[src/rtl/sipo_pkg.sv]
// sipo_pkg: loader state encoding and default geometry shared with the SIPO stage.
package sipo_pkg;
  typedef enum logic [1:0] {LOAD, PAD, FULL} state_e;
  localparam int SIPO_WIDTH = 10;
  localparam int SIPO_DEPTH = 64;
endpackage

[src/rtl/sipo_loader.sv]
// sipo_loader: streams elements into a downstream SIPO_RAM and holds off input while a full vector waits.
// Defining SIPO_LOADER_LAST_EN adds s_last, which zero-pads a short vector up to DEPTH.
module sipo_loader
  import sipo_pkg::*;
#(
  parameter int WIDTH = SIPO_WIDTH,
  parameter int DEPTH = SIPO_DEPTH,
  localparam int CW = $clog2(DEPTH + 1)
) (
  input  logic             clk,
  input  logic             rst,
  input  logic [WIDTH-1:0] s_data,
  input  logic             s_valid,
  output logic             s_ready,
`ifdef SIPO_LOADER_LAST_EN
  input  logic             s_last,
`endif
  output logic [WIDTH-1:0] sipo_d,
  output logic             sipo_w_en,
  output logic             vec_valid,
  input  logic             vec_ack,
  output logic [CW-1:0]    vec_len
);
  state_e state_q;
  logic [CW-1:0] cnt_q, cnt_d, len_q;
  logic load, acc, at_end;
  always_comb begin
    load = state_q == LOAD;
    acc = load && s_valid;
    cnt_d = cnt_q + CW'(1);
    at_end = cnt_d == CW'(DEPTH);
    s_ready = load;
    sipo_d = load ? s_data : '0;
    sipo_w_en = load ? s_valid : state_q == PAD;
    vec_valid = state_q == FULL;
    vec_len = len_q;
  end
  always_ff @(posedge clk) begin
    if (rst) begin
      state_q <= LOAD;
      cnt_q <= '0;
      len_q <= '0;
    end else begin
      case (state_q)
        LOAD: if (acc) begin
          cnt_q <= cnt_d;
          if (at_end) begin
            state_q <= FULL;
            len_q <= CW'(DEPTH);
          end
`ifdef SIPO_LOADER_LAST_EN
          else if (s_last) begin
            state_q <= PAD;
            len_q <= cnt_d;
          end
`endif
        end
        PAD: begin
          cnt_q <= cnt_d;
          if (at_end) state_q <= FULL;
        end
        FULL: if (vec_ack) begin
          state_q <= LOAD;
          cnt_q <= '0;
        end
        default: state_q <= LOAD;
      endcase
    end
  end
endmodule

[config.mk]
export PLATFORM = sky130hd
export DESIGN_NAME = sipo_loader
export DESIGN_NICKNAME = d
export VERILOG_FILES = /design/src/rtl/sipo_pkg.sv /design/src/rtl/sipo_loader.sv
export SDC_FILE = /design/constraint.sdc
export NUM_CORES = 1
export LEC_CHECK = 0
export BUFFER_PORTS_ARGS = -buffer_cell sky130_fd_sc_hd__buf_2
export CORE_ASPECT_RATIO = 1.2
export CORE_MARGIN = 8
export CORE_UTILIZATION = 35
export CTS_BUF_LIST = sky130_fd_sc_hd__clkbuf_16
export DETAILED_ROUTE_END_ITERATION = 10
export PLACE_DENSITY = 0.65
export SYNTH_ARGS = -nofsm -noshare
export SYNTH_HDL_FRONTEND = slang
export SYNTH_SLANG_ARGS = --single-unit
[constraint.sdc]
create_clock -name clk -period 3.07 [get_ports clk]
set_clock_uncertainty 0.15 [all_clocks]
set_input_delay 0.307 -clock clk [delete_from_list [all_inputs] [get_ports clk]]
set_output_delay 0.307 -clock clk [all_outputs]
set_load 0.1 [all_outputs]
==> impl_metrics.ini <==
[outcome]
outcome = finished clean

[cells_and_area]
final_util_pct = 49.85
antenna_cells = 0
final_nets = 125
layout-drive-gt1-share_pct = 32.41
area_delta_synth_final_pct = 32.93

[global_route]
grt_first_pass_wirelength_mm = 2.691
antenna_found_initial = 0
grt_max_degree = 18
grt_pass1_vias = 651
grt_usage_pct = 10.66
overflow = 0

[cts]
cts.reportedPaths.clkPinSlew_ns = 0.04
cts_buffers = 3
cts_tree = yes
cts_resized = 0
clock_sinks = 9
cts_buffer_depth = 2
holdBufCountCts = 0
worstSkewPairLatency_ns = 0.23
post_cts.repair.setup_buffers = 0
clockRootBuffer = clkbuf_16
htreeDepth = 1

[logic_synthesis]
ys_types = 32
ys_top_cells_by_area = dfxtp_1 (29%), nor2b_1 (10%), buf_4 (7.2%)
syn_area_um2 = 623.1
yosysTopAreaCell = dfxtp_1
synth_top_cell_area_share_pct = 28.92
yosysSeqAreaShare_pct = 28.92
ys_ff_latch = 9
avgSynthCellArea_um2 = 7.789
syn_inst = 80
synth_warnings = 0

[route]
wl_per_cell_um = 13.33
vias_per_cell = 5.087
drc = 0
drt_iter0_drc = 12
drt_pass1_iterations = 4
via_count = 641
detail-route-antenna-nets = 0
finalWirelength_mm = 1.679

[critical_path]
critical_path_class = reg -> out
crit_arrival_ns = 1.46
start_kind = register
crit_fanout = 17
required_ns = 2.61
worst_setup_path_end_kind = primary output

[timing]
drv_slew = 0
setup_violations = 0
fmax_ghz = 0.5225
rsz0062_at_grt = false
hold_viol_final = 0
min_period_over_period_pct = 62.34
layout_min_cycle_time_ns = 1.914
setup_tns_ns = 0

[power]
p_int_mw = 0.3135
power_density_nw_per_um2 = 579.8
irDropWorstVdd_v = 0.0002422
pwr-share-clk_pct = 46.7
seq_power_share_pct = 26.7
switching_power_mw = 0.1667
p_leak_nw = 0.3788
sw_frac_of_total_pct = 34.72
comb_power_share_pct = 26.6

[placement]
globalplace.congestion = 0.8773
dp_hpwl_mm = 1.334
port_buffers = 27

[min_path]
hold_path_class = in -> reg

[die]
fp-row-count = 16
ios = 34
fp.dieH_um = 62.22
start_util_pct = 37.50
die-area_um2 = 3392
coreArea_um2 = 1662
die_w_um = 54.52

[job]
cap_violations = 0
-- placed cells by master, fill, tap and decap left out, types with 2 or more instances in the layout --
cell type  count
a21oi_1        4
conb_1         6
buf_2         27
nand2b_1       2
nand2_1       10
nand3_1        4
nor2b_1       10
o41ai_1        2
o21ai_0        2
clkbuf_16      3
o21a_1         2
ha_1           2
nor2_1         3
nor3_1         3
inv_1          2
dfxtp_1        8
xor2_1         2
-- cell usage after synthesis --
cell type and number:
nand3_2 1, conb_1 1, buf_4 6, or2_1 1
o21a_1 2, a211oi_1 1, nor4b_1 1, nor3_1 3
a311oi_1 1, a21boi_0 1, a21oi_1 4, inv_1 1
ha_1 2, nor2_1 3, mux2i_1 1, mux2_2 1
or2_2 1, nand4_1 1, o22a_1 1, o22ai_1 1
nor2b_1 10, nand3_1 4, clkinv_1 1, and3b_1 1
nand2b_1 2, o41ai_1 2, xor2_1 2, dfxtp_1 9
o21ai_0 2, a2bb2oi_1 1, clkbuf_1 2, nand2_1 10
-- worst paths after layout --
check | start | to | slack, ns | cells past startpoint
worst max-delay path | state_q[1] | sipo_w_en | 1.16 | 4
worst min-delay path | rst | cnt_q[1] | 0.23 | 2
worst max register to register | cnt_q[0] | state_q[1] | 1.20 | 5
worst min register to register | vec_len[6] | vec_len[6] | 0.31 | 2
-- worst max-delay path: stages, from the launching register on --
cell,delay [ns]
dfxtp_2,0.49
inv_1,0.14
nand2_1,0.15
clkinv_2,0.13
buf_2,0.31
-- cells by family (layout without fill, tap and decap cells) --
| group | count (synthesis) | count (layout) | share of synthesized area, % |
|---|---|---|---|
| compound gates | 16 | 16 | 17.67 |
| xor+xnor | 2 | 2 | 2.812 |
| fa+ha+maj | 2 | 2 | 4.015 |
| buf+inv | 10 | 33 | 9.637 |
| flops | 9 | 9 | 28.92 |
| mux | 2 | 2 | 3.414 |
| other cells | 1 | 6 | 0.6018 |
| simple gates | 38 | 38 | 32.93 |
-- registers in the layout, summed over array words and instances (netlist names) --
| name | flops |
|---|---|
| cnt_q | 7 |
| state_q | 1 |
| vec_len | 1 |
-- routing by layer --
layer	track usage, %	routed length [um]	up-vias
met5	0	0	-
met2	13.94	703	39
met1	10.03	662	267
met3	8.571	237	9
met4	9.568	75	0
li1	-	-	326
-- power groups by stage --
stage	sequential, mW	combinational (mW)	clock (mW)
after global placement	0.130	0.127	0
after detailed placement	0.130	0.128	0
after global routing	0.129	0.134	0.234
after CTS	0.128	0.128	0.229
after floorplan	0.128	0.115	0
final	0.128	0.128	0.224
-- per-stage QoR --
step                      hold WS, ns  std cells  area [um^2]  worst slack, ns  total power [mW]
after floorplan                0.3120         85        644.4           0.2569            0.2428
after global placement         0.2881        122        749.5            1.226            0.2569
after detailed placement       0.2887        122        749.5            1.300            0.2577
after CTS                      0.2298        126        828.3            1.157            0.4849
after global routing           0.2419        126        828.3            1.038            0.4969
final                          0.2319        126        828.3            1.156            0.4802
-- area by class of cell --
type / count / area [um^2]
clock buffers: 3 / 75.07
clock inverters: 1 / 3.754
well taps: 18 / 22.52
inverters: 2 / 8.758
fillers: 168 / 833.3
flip-flops and latches: 9 / 181.4
multi-input cells: 66 / 401.6
repair buffers: 27 / 135.1
Note: power is estimated with default switching activity, not from simulation.
